$ cat src/rtl/sdp_rd_stream_pkg.sv
// Shared types and defaults for the SDP RAM port-B read streamer.
package sdp_rd_stream_pkg;

    typedef enum logic [1:0] {
        StIdle,
        StIssue,
        StDrain
    } state_e;

    localparam int unsigned RD_LAT_DEFAULT = 2;
    localparam int unsigned DW_DEFAULT     = 4;

    // Buffer entry layout at the default data width; the FIFO packs {last, data} the same way.
    typedef struct packed {
        logic                  last;
        logic [DW_DEFAULT-1:0] data;
    } fifo_entry_t;

endpackage

$ cat src/rtl/sdp_rd_stream_fifo.sv
// Small synchronous FIFO holding {last, data} entries; head is read straight from flops.
module sdp_rd_stream_fifo #(
    parameter int unsigned DEPTH = 4,
    parameter int unsigned DW    = 4,
    localparam int unsigned PW   = $clog2(DEPTH),
    localparam int unsigned CW   = $clog2(DEPTH + 1)
) (
    input  logic          clk,
    input  logic          rst,
    input  logic          push,
    input  logic [DW-1:0] push_data,
    input  logic          push_last,
    input  logic          pop,
    output logic [CW-1:0] count,
    output logic [DW-1:0] head_data,
    output logic          head_last
);

    logic [DW:0]   mem_q [DEPTH];
    logic [PW-1:0] rd_ptr_q, wr_ptr_q;
    logic [CW-1:0] count_q;
    logic          do_push, do_pop;

    assign do_pop  = pop && (count_q != '0);
    // A pop in the same cycle frees the slot, so a push at full is still accepted.
    assign do_push = push && ((count_q != CW'(DEPTH)) || do_pop);

    always_ff @(posedge clk) begin
        if (rst) begin
            for (int unsigned i = 0; i < DEPTH; i++) mem_q[i] <= '0;
            rd_ptr_q <= '0;
            wr_ptr_q <= '0;
            count_q  <= '0;
        end else begin
            if (do_push) begin
                mem_q[wr_ptr_q] <= {push_last, push_data};
                wr_ptr_q        <= wr_ptr_q + PW'(1);
            end
            if (do_pop) rd_ptr_q <= rd_ptr_q + PW'(1);
            if (do_push && !do_pop) count_q <= count_q + CW'(1);
            else if (!do_push && do_pop) count_q <= count_q - CW'(1);
        end
    end

    assign count                  = count_q;
    assign {head_last, head_data} = mem_q[rd_ptr_q];

    always_ff @(posedge clk) begin
        if (!rst) assert (!(push && !do_push)) else $error("sdp_rd_stream_fifo: push while full");
    end

endmodule

$ cat src/rtl/sdp_ram_rd_streamer.sv
// Read-side streamer for the narrow port B of the asymmetric SDP RAM.
// Define SDP_RD_STREAM_CNT_EN to add the beat_cnt / cmd_cnt statistics outputs.
module sdp_ram_rd_streamer
    import sdp_rd_stream_pkg::*;
#(
    parameter int unsigned AW         = 10,
    parameter int unsigned DW         = 4,
    parameter int unsigned RD_LAT     = RD_LAT_DEFAULT,
    parameter int unsigned FIFO_DEPTH = 4
) (
    input  logic          clk,
    input  logic          rst,
    input  logic          cmd_valid,
    output logic          cmd_ready,
    input  logic [AW-1:0] cmd_addr,
    input  logic [AW:0]   cmd_len,
    output logic          ram_reb,
    output logic [AW-1:0] ram_addrb,
    input  logic [DW-1:0] ram_doutb,
    output logic          m_valid,
    input  logic          m_ready,
    output logic [DW-1:0] m_data,
    output logic          m_last,
    output logic          busy,
`ifdef SDP_RD_STREAM_CNT_EN
    output logic [31:0]   beat_cnt,
    output logic [15:0]   cmd_cnt,
`endif
    output logic          done
);

    localparam int unsigned CW = $clog2(FIFO_DEPTH + 1);

    state_e            state_q, state_d;
    logic [AW-1:0]     addr_q;
    logic [AW:0]       rem_q;
    logic [RD_LAT-1:0] pipe_vld_q, pipe_last_q;
    logic              done_q, done_set;
    logic [CW-1:0]     fifo_count;
    logic              accept, pop, issue, credit_ok, finish;
    int unsigned       inflight;

    assign accept = cmd_valid && cmd_ready;
    assign pop    = m_valid && m_ready;

    always_comb begin
        inflight = 0;
        for (int unsigned i = 0; i < RD_LAT; i++) inflight += 32'(pipe_vld_q[i]);
    end

    // Every read in flight already owns a FIFO slot, so the buffer can never overflow.
    assign credit_ok = (inflight + 32'(fifo_count)) < (FIFO_DEPTH + 32'(pop));
    assign issue     = !rst && (state_q == StIssue) && (rem_q != '0) && credit_ok;
    assign finish    = (state_q == StDrain) && (inflight == 0) && (32'(fifo_count) == 32'(pop));
    assign done_set  = (accept && (cmd_len == '0)) || finish;

    always_ff @(posedge clk) begin
        if (rst) state_q <= StIdle;
        else     state_q <= state_d;
    end

    always_comb begin
        state_d = state_q;
        unique case (state_q)
            StIdle:  if (accept && (cmd_len != '0)) state_d = StIssue;
            StIssue: if (issue && (rem_q == (AW+1)'(1))) state_d = StDrain;
            StDrain: if (finish) state_d = StIdle;
            default: state_d = StIdle;
        endcase
    end

    always_comb begin
        cmd_ready = !rst && (state_q == StIdle);
        busy      = !rst && (state_q != StIdle);
        ram_reb   = issue;
        ram_addrb = addr_q;
        m_valid   = (fifo_count != '0);
        done      = done_q;
    end

    always_ff @(posedge clk) begin
        if (rst) begin
            addr_q      <= '0;
            rem_q       <= '0;
            pipe_vld_q  <= '0;
            pipe_last_q <= '0;
            done_q      <= 1'b0;
        end else begin
            done_q <= done_set;
            if (accept) begin
                addr_q <= cmd_addr;
                rem_q  <= cmd_len;
            end else if (issue) begin
                addr_q <= addr_q + AW'(1);
                rem_q  <= rem_q - (AW+1)'(1);
            end
            pipe_vld_q[0]  <= issue;
            pipe_last_q[0] <= issue && (rem_q == (AW+1)'(1));
            for (int unsigned i = 1; i < RD_LAT; i++) begin
                pipe_vld_q[i]  <= pipe_vld_q[i-1];
                pipe_last_q[i] <= pipe_last_q[i-1];
            end
        end
    end

    sdp_rd_stream_fifo #(
        .DEPTH (FIFO_DEPTH),
        .DW    (DW)
    ) u_fifo (
        .clk       (clk),
        .rst       (rst),
        .push      (pipe_vld_q[RD_LAT-1]),
        .push_data (ram_doutb),
        .push_last (pipe_last_q[RD_LAT-1]),
        .pop       (pop),
        .count     (fifo_count),
        .head_data (m_data),
        .head_last (m_last)
    );

`ifdef SDP_RD_STREAM_CNT_EN
    logic [31:0] beat_cnt_q;
    logic [15:0] cmd_cnt_q;

    always_ff @(posedge clk) begin
        if (rst) begin
            beat_cnt_q <= '0;
            cmd_cnt_q  <= '0;
        end else begin
            if (pop && (beat_cnt_q != '1)) beat_cnt_q <= beat_cnt_q + 32'd1;
            if (done_set) cmd_cnt_q <= cmd_cnt_q + 16'd1;
        end
    end

    assign beat_cnt = beat_cnt_q;
    assign cmd_cnt  = cmd_cnt_q;
`endif

endmodule

$ cat config.mk
export PLATFORM = sky130hd
export DESIGN_NAME = sdp_ram_rd_streamer
export DESIGN_NICKNAME = d
export VERILOG_FILES = /design/src/rtl/sdp_rd_stream_pkg.sv /design/src/rtl/sdp_rd_stream_fifo.sv /design/src/rtl/sdp_ram_rd_streamer.sv
export SDC_FILE = /design/constraint.sdc
export NUM_CORES = 1
export LEC_CHECK = 0
export ABC_AREA = 1
export CORE_UTILIZATION = 33
export CTS_CLUSTER_DIAMETER = 80
export DETAILED_ROUTE_END_ITERATION = 8
export PLACE_DENSITY = 0.5
export SETUP_SLACK_MARGIN = 0.02
export SLEW_MARGIN = 20
export SYNTH_ARGS = -nofsm -noshare
export SYNTH_HDL_FRONTEND = slang
export SYNTH_HIERARCHICAL = 1
export SYNTH_SLANG_ARGS = --single-unit
$ cat constraint.sdc
create_clock -name clk -period 8 [get_ports clk]
set_clock_uncertainty 0.2 [all_clocks]
set_input_delay 1.6 -clock clk [delete_from_list [all_inputs] [get_ports clk]]
set_output_delay 1.6 -clock clk [all_outputs]
set_load 0.005 [all_outputs]
==> qor.yml <==
run_status: "complete, no violations"
worst_r2r_path_depth: 12
power_density_nw_per_um2: 232
finish.net_count: 514
chipWidth_um: 102
critical_path.reg2reg.startpoint: "pipe_vld_q[1]"
grt_antenna_before_repair: 0
detail-route-antenna-nets: 0
leakage_nw: 1.73
ys_ff_latch: 57
fin_crit_sh_pct: 67.2
root_cell_of_the_clock_tree: "clkbuf_8"
clock_tree.buffer_depth: 2
slew_viol_final: 0
start_kind: "input pin"
critPathCapture: "ram_reb"
io_buffer_count: 48
synth-async-reset-ratio_pct: 0
max-slew-margin-rel_pct: 49.4
coreArea_um2: 9730
syn_nets: 466
cts_made_buffers: 9
worstHoldPathType: "flop to flop"
fraction_of_post_synthesis_cell_area_in_the_top_cell_type_by_area_pct: 22.5
postSynthCellCount: 426
drive_gt1_share_pct: 11.9
r2r_slack_ps: 4950
final_wirelength_um: 7400
synthesis.yosys.warnings: 6
synth_top_cells_by_area: "dfxtp_1 (23%), edfxtp_1 (18%), nor2_1 (8.9%)"
synth_most_common_cell: "nor2_1"
gpl.final_weighted_congestion: 0.795
setup_violations: 0
largest_net_degree_at_the_start_of_global_routing: 29
grt_pass1_vias: 2772
initial_core_util_pct: 33.8
grt_setup_unrepaired: "no"
clock-sinks: 57
fillers: 1040
fmaxAchievable_ghz: 0.186
synth.largest_area_cell: "dfxtp_1"
global_route_wire_length_before_repair_um: 12500
route.detailed.vias_per_inst: 4.58
netlist_top_cells_count: "nor2_1 (78), nand2_1 (76), inv_1 (42)"
synth.yosys.seq_area_share_pct: 40.7
wire_per_inst_um: 12.1
synth_area_per_cell_um2: 7.73
detail_route.iter0.violations: 70
dieHeight_um: 102
cts.hold.buffers_added: 0
num_rows: 36
grt.overflow.total: 0
synth_enable_flop_cells: 20
die_outline_area_um2: 10400
worstSetupStartpoint: "rst"
crit_path_max_fanout: 19
area_of_the_mapped_netlist_um2: 3290
path_clk_slew_ps: 70
place.detailed.hpwl_um: 5540
insertion_delay_ps: 340
worst_r2r_endpoint: "ram_addrb[1]"
cap_violations: 0
top_level_ports: 49
worst_ep_arrival_time_ps: 3580
length_of_the_first_detailed_routing_pass_in_iterations: 4
criticalPathCategory: "input pin to output pin"
period_needed_ps: 5380
hold_viol_final: 0
worst_hold_margin_ps: 209
ir_worst_vdd_uv: 80.3
tritoncts: "done"
post_cts.repair.setup_buffers: 0
final.setup.tns_ps: 0
cts-htree-levels: 3
flow.area_growth_from_synthesis_pct: 24.9
worst_setup_path_end_kind: "output pin"
detailed_route_drc_error_count: 0
critical_path_required_ps: 6200
synthFlopType: "dfxtp_1"
cts_resized: 0
route.vias.total: 2804
antenna_cells: 0
yosys.cell_types.count: 35
grtUsageTotal_pct: 15.7
power.total_uw: 953
tightestPinTransition_ps: 752
==> stage by stage <==
step | setup WS, ps | util (%) | area [um2] | std cells
final | 2620 | 42.3 | 4110 | 612
after global routing | 2450 | 42.3 | 4110 | 612
after CTS | 2600 | 42.3 | 4110 | 612
after detailed placement | 2620 | 39.7 | 3860 | 596
after global placement | 2650 | 39.7 | 3860 | 596
after floorplan | 3970 | - | 3290 | 426
==> routing by layer <==
metal  wire [um]  GRT usage, %  vias to the layer above
met2        3630          28.6                       49
met1        3430          17.9                     1277
met3         250          3.56                       11
li1            -             -                     1467
met5           0             0                        -
met4          93          5.60                        0
==> worst min path at each step <==
| stage | startpoint | end | slack (ps) | cells past startpoint |
|---|---|---|---|---|
| 5_1_grt | pipe_last_q[0] | pipe_last_q[1] | 250 | 2 |
| 6_report | pipe_last_q[0] | pipe_last_q[1] | 210 | 2 |
| 3_5_place_dp | pipe_last_q[0] | pipe_last_q[1] | 200 | 2 |
| 3_3_place_gp | pipe_last_q[0] | pipe_last_q[1] | 190 | 2 |
| 2_1_floorplan | pipe_last_q[0] | pipe_last_q[1] | 190 | 2 |
| 4_1_cts | pipe_last_q[0] | pipe_last_q[1] | 210 | 2 |
==> placed cells by master (no fill, tap or decap), types with 4 or more instances in the layout <==
master / count
a21oi_1: 16
clkbuf_8: 9
clkdlybuf4s50_1: 48
dfxtp_1: 37
edfxtp_1: 20
ha_1: 9
inv_1: 42
inv_2: 9
nand2_1: 76
nand2_4: 4
nand3_1: 24
nor2_1: 78
nor2_2: 5
nor2_4: 9
nor3_1: 9
nor3_2: 4
o21ai_0: 36
o22ai_1: 5
xnor2_1: 4
xor2_1: 8
==> sequential cells by signal, summed over array words and instances, names as in the netlist, named ones only <==
| register | flops |
|---|---|
| pipe_last_q | 2 |
| state_q | 2 |
| u_fifo/rd_ptr_q | 2 |
| pipe_vld_q | 2 |
| rem_q | 11 |
| u_fifo/count | 3 |
| ram_addrb | 10 |
| u_fifo/wr_ptr_q | 2 |
| done | 1 |
| u_fifo/mem_q | 20 |
==> where the power goes <==
part           leakage, nW  total [mW]  internal [mW]  switching (mW)
logic                 1.09       0.250          0.108           0.141
clock network        0.126       0.342          0.210           0.131
registers            0.509       0.361          0.328          0.0328
==> critical path, stage by stage <==
cell and delay, ps:
clkdlybuf4s50_1 400, buf_4 220, inv_2 200, nand3_2 140, nor2_4 150, nand2_1 90, nor2_2 210, clkdlybuf4s50_1 550
==> logic make-up after synthesis <==
logic type	share of synthesized area, %
adders and majority gates	4.64
buffers and inverters	8.51
DFF	40.7
xor gates and xnor gates	3.19
AOI/OAI and AO/OA	9.62
and+or+nand+nor	33.3
==> area by class of cell <==
class	instances	area, um2	area share, %
flip-flops and latches	57	1340	32.6
inverters	52	195	4.75
clock buffers	9	124	3.01
multi-input cells	305	1670	40.6
well taps	133	166	4.05
clock inverters	7	128	3.10
repair buffers	49	488	11.9
No activity file was read; power rests on OpenSTA's default activity.
